==> src/rtl/spi_payload_gen.sv <==
// spi_payload_gen: SPI byte-stream source: preamble, sync header, NUM_FRAMES payload frames, trailer.
// Latency: busy 1 cycle after start, first spi_clk rise 1+CLK_DIV cycles after start; outputs registered.
// Backpressure: none; start is ignored while busy, abort drops back to idle on the next cycle.
// Build option: define SPI_PAYLOAD_GEN_LFSR_EN to build the LFSR payload source (pattern_mode=1).
module spi_payload_gen #(
  parameter int                       CLK_DIV        = 20,
  parameter int                       PREAMBLE_BYTES = 9,
  parameter logic [7:0]               HEADER         = 8'hFF,
  parameter int                       FRAME_BYTES    = 6,
  parameter int                       NUM_FRAMES     = 15,
  parameter int                       TRAILER_BYTES  = 2,
  parameter logic [FRAME_BYTES*8-1:0] PATTERN        = 48'hBBA0D2BBA0D2
) (
  input  logic        CLK_40,
  input  logic        reset_n,
  input  logic        start,
  input  logic        abort,
  input  logic [1:0]  pattern_mode,
  input  logic [15:0] byte_gap,
  output logic        spi_clk,
  output logic        miso,
  output logic        busy,
  output logic        done,
  output logic [15:0] byte_count
);

  localparam int         PW       = FRAME_BYTES * 8;
  localparam logic [15:0] DIV_LAST = 16'(CLK_DIV - 1);
  localparam logic [15:0] PRE_LAST = 16'(PREAMBLE_BYTES - 1);
  localparam logic [15:0] FRM_LAST = 16'(FRAME_BYTES - 1);
  localparam logic [15:0] NF_LAST  = 16'(NUM_FRAMES - 1);
  localparam logic [15:0] TRL_LAST = 16'(TRAILER_BYTES - 1);
  localparam bit          HAS_PRE  = (PREAMBLE_BYTES > 0);
  localparam bit          HAS_TRL  = (TRAILER_BYTES > 0);

  typedef enum logic [2:0] {S_IDLE, S_LOAD, S_LOW, S_HIGH, S_GAP, S_DONE} state_t;
  typedef enum logic [1:0] {SEC_PRE, SEC_HDR, SEC_PAY, SEC_TRL} sec_t;

  state_t      state;
  sec_t        sec;          // section of the next byte to fetch
  logic [15:0] sec_idx;      // byte index within preamble/trailer, or within the current frame
  logic [15:0] frame_idx;    // frame index inside the payload section
  logic [7:0]  pay_idx;      // running payload byte index, mod 256
  logic [7:0]  shreg;        // byte being shifted, MSB on miso
  logic [2:0]  bit_cnt;      // bits already completed in the current byte
  logic [15:0] cnt;          // half-period / gap cycle counter
  logic [15:0] gap_q;        // byte_gap captured at start
  logic [1:0]  mode_q;       // pattern_mode captured at start
  logic        last_q;       // byte in shreg is the final byte of the payload
`ifdef SPI_PAYLOAD_GEN_LFSR_EN
  logic [7:0]  lfsr;
`endif

  logic [PW-1:0] pat_tmp;
  logic [7:0]    pat_byte;
  logic [7:0]    pay_byte;
  logic [7:0]    ld_byte;
  sec_t          nx_sec;
  logic [15:0]   nx_idx;
  logic [15:0]   nx_frame;
  logic          ld_last;
  logic          div_end;
  logic          byte_end;
  logic          load_now;

  // Payload byte source for the current frame position and captured mode.
  always_comb begin
    pat_tmp  = PATTERN << {sec_idx, 3'b000};
    pat_byte = pat_tmp[PW-1 -: 8];
    pay_byte = pat_byte;
    case (mode_q)
`ifdef SPI_PAYLOAD_GEN_LFSR_EN
      2'd1:    pay_byte = lfsr;
`else
      2'd1:    pay_byte = pat_byte;
`endif
      2'd2:    pay_byte = pay_idx;
      2'd3:    pay_byte = ~pat_byte;
      default: pay_byte = pat_byte;
    endcase
  end

  // Byte to fetch next and where the section walker goes after it.
  always_comb begin
    ld_byte  = 8'h00;
    nx_sec   = sec;
    nx_idx   = sec_idx + 16'd1;
    nx_frame = frame_idx;
    ld_last  = 1'b0;
    case (sec)
      SEC_PRE: begin
        ld_byte = 8'h00;
        if (sec_idx == PRE_LAST) begin
          nx_sec = SEC_HDR;
          nx_idx = 16'd0;
        end
      end
      SEC_HDR: begin
        ld_byte  = HEADER;
        nx_sec   = SEC_PAY;
        nx_idx   = 16'd0;
        nx_frame = 16'd0;
      end
      SEC_PAY: begin
        ld_byte = pay_byte;
        if (sec_idx == FRM_LAST) begin
          nx_idx   = 16'd0;
          nx_frame = frame_idx + 16'd1;
          if (frame_idx == NF_LAST) begin
            nx_sec   = SEC_TRL;
            nx_frame = 16'd0;
            ld_last  = !HAS_TRL;
          end
        end
      end
      SEC_TRL: begin
        ld_byte = 8'h00;
        if (sec_idx == TRL_LAST) begin
          nx_idx  = 16'd0;
          ld_last = 1'b1;
        end
      end
      default: ld_byte = 8'h00;
    endcase
  end

  // With no gap the next byte is fetched on the last falling edge, so back-to-back bytes are 16*CLK_DIV apart.
  always_comb begin
    div_end  = (cnt == DIV_LAST);
    byte_end = (state == S_HIGH) && div_end && (bit_cnt == 3'd7);
    load_now = !abort && ((state == S_LOAD) || (byte_end && (gap_q == 16'd0) && !last_q));
  end

  // Main sequencer: bit timing, section walk, registered outputs.
  always_ff @(posedge CLK_40) begin
    if (!reset_n) begin
      state      <= S_IDLE;
      sec        <= SEC_PRE;
      sec_idx    <= 16'd0;
      frame_idx  <= 16'd0;
      pay_idx    <= 8'd0;
      shreg      <= 8'd0;
      bit_cnt    <= 3'd0;
      cnt        <= 16'd0;
      gap_q      <= 16'd0;
      mode_q     <= 2'd0;
      last_q     <= 1'b0;
      spi_clk    <= 1'b0;
      miso       <= 1'b0;
      busy       <= 1'b0;
      done       <= 1'b0;
      byte_count <= 16'd0;
`ifdef SPI_PAYLOAD_GEN_LFSR_EN
      lfsr       <= 8'h01;
`endif
    end else begin
      done <= 1'b0;
      if (abort && (state != S_IDLE)) begin
        // abort wins over everything, including a completion in the same cycle
        state   <= S_IDLE;
        spi_clk <= 1'b0;
        miso    <= 1'b0;
        busy    <= 1'b0;
      end else begin
        case (state)
          S_IDLE: begin
            if (start) begin
              state      <= S_LOAD;
              busy       <= 1'b1;
              mode_q     <= pattern_mode;
              gap_q      <= byte_gap;
              byte_count <= 16'd0;
              pay_idx    <= 8'd0;
              sec        <= HAS_PRE ? SEC_PRE : SEC_HDR;
              sec_idx    <= 16'd0;
              frame_idx  <= 16'd0;
`ifdef SPI_PAYLOAD_GEN_LFSR_EN
              lfsr       <= 8'h01;
`endif
            end
          end
          S_LOAD: begin
            state   <= S_LOW;
            cnt     <= 16'd0;
            bit_cnt <= 3'd0;
          end
          S_LOW: begin
            if (div_end) begin
              spi_clk <= 1'b1;
              cnt     <= 16'd0;
              state   <= S_HIGH;
            end else begin
              cnt <= cnt + 16'd1;
            end
          end
          S_HIGH: begin
            if (div_end) begin
              spi_clk <= 1'b0;
              cnt     <= 16'd0;
              if (bit_cnt != 3'd7) begin
                shreg   <= {shreg[6:0], 1'b0};
                miso    <= shreg[6];
                bit_cnt <= bit_cnt + 3'd1;
                state   <= S_LOW;
              end else begin
                if (byte_count != 16'hFFFF)
                  byte_count <= byte_count + 16'd1;
                bit_cnt <= 3'd0;
                if (gap_q != 16'd0) begin
                  miso  <= 1'b0;
                  state <= S_GAP;
                end else if (last_q) begin
                  miso  <= 1'b0;
                  state <= S_DONE;
                end else begin
                  state <= S_LOW;
                end
              end
            end else begin
              cnt <= cnt + 16'd1;
            end
          end
          S_GAP: begin
            if (cnt == gap_q - 16'd1) begin
              cnt   <= 16'd0;
              state <= last_q ? S_DONE : S_LOAD;
            end else begin
              cnt <= cnt + 16'd1;
            end
          end
          S_DONE: begin
            done  <= 1'b1;
            busy  <= 1'b0;
            state <= S_IDLE;
          end
          default: state <= S_IDLE;
        endcase

        if (load_now) begin
          shreg     <= ld_byte;
          miso      <= ld_byte[7];
          sec       <= nx_sec;
          sec_idx   <= nx_idx;
          frame_idx <= nx_frame;
          last_q    <= ld_last;
          if (sec == SEC_PAY) begin
            pay_idx <= pay_idx + 8'd1;
`ifdef SPI_PAYLOAD_GEN_LFSR_EN
            lfsr    <= {lfsr[6:0], lfsr[7] ^ lfsr[5] ^ lfsr[4] ^ lfsr[3]};
`endif
          end
        end
      end
    end
  end

endmodule

==> config.mk <==
export PLATFORM = sky130hd
export DESIGN_NAME = spi_payload_gen
export DESIGN_NICKNAME = d
export VERILOG_FILES = /design/src/rtl/spi_payload_gen.sv
export SDC_FILE = /design/constraint.sdc
export NUM_CORES = 1
export LEC_CHECK = 0
export CELL_PAD_IN_SITES_DETAIL_PLACEMENT = 0
export CELL_PAD_IN_SITES_GLOBAL_PLACEMENT = 1
export CORE_MARGIN = 3
export CORE_UTILIZATION = 44
export DETAILED_ROUTE_END_ITERATION = 7
export GPL_TIMING_DRIVEN = 0
export PLACE_DENSITY = 0.88
export SETUP_SLACK_MARGIN = 0.5
export SYNTH_ARGS = -nofsm -noshare
export SYNTH_HDL_FRONTEND = slang
export SYNTH_SLANG_ARGS = --single-unit
==> constraint.sdc <==
create_clock -name CLK_40 -period 3.68 [get_ports CLK_40]
set_clock_uncertainty 0.1 [all_clocks]
set_input_delay 0.552 -clock CLK_40 [delete_from_list [all_inputs] [get_ports CLK_40]]
set_output_delay 0.552 -clock CLK_40 [all_outputs]
set_load 0.01 [all_outputs]
==> results.json <==
{
  "fp.dieH_um": 124,
  "io_pins": 42,
  "slowest_stage": "or4b_1",
  "ys_seq_area_share_pct": 36.2,
  "yosysUniqueCellTypes": 67,
  "synth.most_common_cell": "dfxtp_1",
  "drt_wl_total_um": 16300,
  "sequentialPowerShare_pct": 43.6,
  "stdcell_count": 1046,
  "hold_viol": 0,
  "num-nets-final": 902,
  "antenna_cells": 0,
  "clock_path_buffers": 2,
  "drcViolationCount": 0,
  "worstSetupPathType": "reg -> reg",
  "hold_depth": 1,
  "cts_buffers": 9,
  "fp.dieW_um": 124,
  "synth_edf_count": 0,
  "critPathMaxStageDelay_ns": 0.54,
  "clkPwrFrac_pct": 37.4,
  "grt_overflow": 0,
  "rows": 42,
  "switching_share_pct": 28.9,
  "drv_cap": 0,
  "r2r_cells": 11,
  "cts_tree": "yes",
  "critPathCaptureType": "flop",
  "switchingPower_uw": 837,
  "synthTopCellsByCount": "dfxtp_1, nand2_1, nor2_1",
  "grt_usage_pct": 21.6,
  "p_int_uw": 2060,
  "yosys_warnings": 0,
  "cts_max_level": 3,
  "startpoint_type": "flop",
  "synth.ff_latch_count": 110,
  "setup-tns-final_ns": 0,
  "synth_area_per_cell_um2": 7.69,
  "routed_via_density": 5.70,
  "clock-root-buffer": "clkbuf_16",
  "place_inst": 1006,
  "grt_setup_unrepaired": "yes",
  "report.final.slew_viol_count": 0,
  "crit_top_cell": "buf_4",
  "clk_latency_ns": 0.36,
  "whs_ns": 0.370,
  "synthesis.nets": 827,
  "p_per_area_nw_per_um2": 386,
  "period_share_pct": 87.8,
  "gp_congestion": 0.929,
  "maxSlewHeadroom_pct": 50.3,
  "dieArea_um2": 15300,
  "tightest_slew_ns": 0.743,
  "cts.sinks": 110,
  "grt_pass1_vias": 5517,
  "hpwl_um": 11500,
  "synthTopCellsByArea": "dfxtp_1, nand2_1, nor2_1, xor2_1, o21ai_0",
  "placement.io_buffers": 40,
  "area_delta_synth_final_pct": 23.6,
  "dr_total_vias": 5964,
  "synthCells": 790,
  "comb_power_share_pct": 19.0,
  "max_clock_freq_mhz": 309,
  "outcome": "completed",
  "clkTransAtPathRegs_ns": 0.08,
  "synth_area_um2": 6080,
  "dr.pass1.iters": 5,
  "drive_gt1_share_pct": 12.4,
  "drt_first_iter_violations": 319,
  "core_area_um2": 13300,
  "peakVddDrop_v": 0.000212,
  "async_reset_ff_share_pct": 0,
  "synth_top_area_share_pct": 36.2,
  "antenna_found_initial": 0,
  "ctsHoldBuffers": 0,
  "fin_crit_ns": 3.23,
  "setup_slack_ns": 0.448,
  "hp-class": "reg -> reg",
  "crit_chain": "buf_8, buf_4, or2_2, or4b_1, a31oi_2, o211ai_1, a2111oi_4, buf_4, o21ai_4, a2111o_1, a21oi_1",
  "synth_ff_type": "dfxtp_1",
  "p_leak_uw": 0.00280,
  "setup_violations": 0,
  "cp_data_required_time_ns": 3.87,
  "avgRoutedWirePerCell_um": 15.6,
  "finalPower_uw": 2900,
  "place_ws_ns": -0.285,
  "cp_max_fo": 8,
  "grt_max_degree": 20,
  "yosys.area.top_type": "dfxtp_1",
  "ant_nets": 0,
  "initial_core_util_pct": 45.5,
  "cp.arrival_ns": 3.42,
  "grt_first_pass_wirelength_um": 26400
}
-- flip-flops by register name (all words and copies together), names as in the netlist, 2 cells and up --
signal / cells
shreg: 7
sec: 2
byte_count: 16
mode_q: 2
sec_idx: 16
frame_idx: 16
bit_cnt: 3
pay_idx: 8
state: 3
gap_q: 16
cnt: 16
-- power groups by stage --
stage	combinational (µW)	clock, µW	sequential (µW)
after global routing	602	1150	1270
after global placement	432	0	1290
final	551	1090	1270
after CTS	496	1110	1260
after detailed placement	442	0	1290
after floorplan	322	0	1280
-- path summary, 6_finish.rpt --
check / startpoint / endpoint / slack, ns
setup / recovery: gap_q[0]$_SDFFE_PN0P_ / state[0]$_SDFFE_PP0P_ / 0.45
setup reg to reg: gap_q[0]$_SDFFE_PN0P_ / state[0]$_SDFFE_PP0P_ / 0.45
hold reg to reg: sec_idx[15]$_SDFFE_PN0P_ / sec_idx[15]$_SDFFE_PN0P_ / 0.37
hold / removal: sec_idx[15]$_SDFFE_PN0P_ / sec_idx[15]$_SDFFE_PN0P_ / 0.37
-- stage by stage --
stage | util [%] | instance area [µm²]
4_1_cts | 54.7 | 7300
3_3_place_gp | 50.2 | 6700
3_5_place_dp | 50.2 | 6700
2_1_floorplan | - | 6080
5_1_grt | 56.3 | 7510
6_report | 56.3 | 7510
-- cells by family after synthesis --
family | Yosys count | synth area share, %
flops | 110 | 36.2
simple gates | 377 | 31.1
fa+ha+maj | 15 | 3.09
buf+inv | 61 | 3.87
compound gates | 168 | 17.1
mux | 4 | 0.659
xor+xnor | 55 | 7.93
-- critical path, delay by kind of cell, from the launching register on --
| family | cells | cell delay [ns] |
|---|---|---|
| compound gates | 6 | 1.38 |
| buf+inv | 3 | 0.47 |
| flops | 1 | 0.33 |
| simple gates | 2 | 0.89 |
-- area by class of cell --
cell class | count | area (µm²)
clock inverter | 7 | 103
multi-input combinational | 619 | 3860
clock buffer | 9 | 225
inverter | 15 | 58.8
fill | 1246 | 5840
buffer | 46 | 243
sequential | 110 | 2210
tap | 176 | 220
timing repair buffer | 64 | 593
-- cell usage in the layout, fill, tap and decap left out, drive strengths merged, types with 7 or more instances in the layout --
cell,netlist,routed
dfxtp,110,110
nand2,103,103
nor2,94,94
o21ai,56,56
a21oi,50,50
nand3,46,46
clkbuf,38,44
clkdlybuf4s50,0,40
xor2,38,38
buf,8,35
and3,24,24
nand4,23,23
xnor2,17,17
inv,14,17
ha,15,15
nor3,14,14
a31oi,13,13
nor4,10,10
or4,9,9
nand2b,8,8
or2,7,7
-- repair_timing --
action,CTS,global route
buffers inserted,17,5
gates cloned,1,1
resized for setup,38,56
hold endpoints to repair,0,0
endpoints found under the setup margin,76,66
pin swaps,13,13
-- layer usage --
layer	up-vias	GRT usage, %	share of wire [%]	wire length [µm]
li1	2964	-	-	-
met1	2863	27.4	46	7540
met2	109	36.5	48	7830
met3	28	3.11	3.6	580
met4	0	9.13	2.1	335
met5	-	0	0	0
Power figures use the tool's default switching activity.
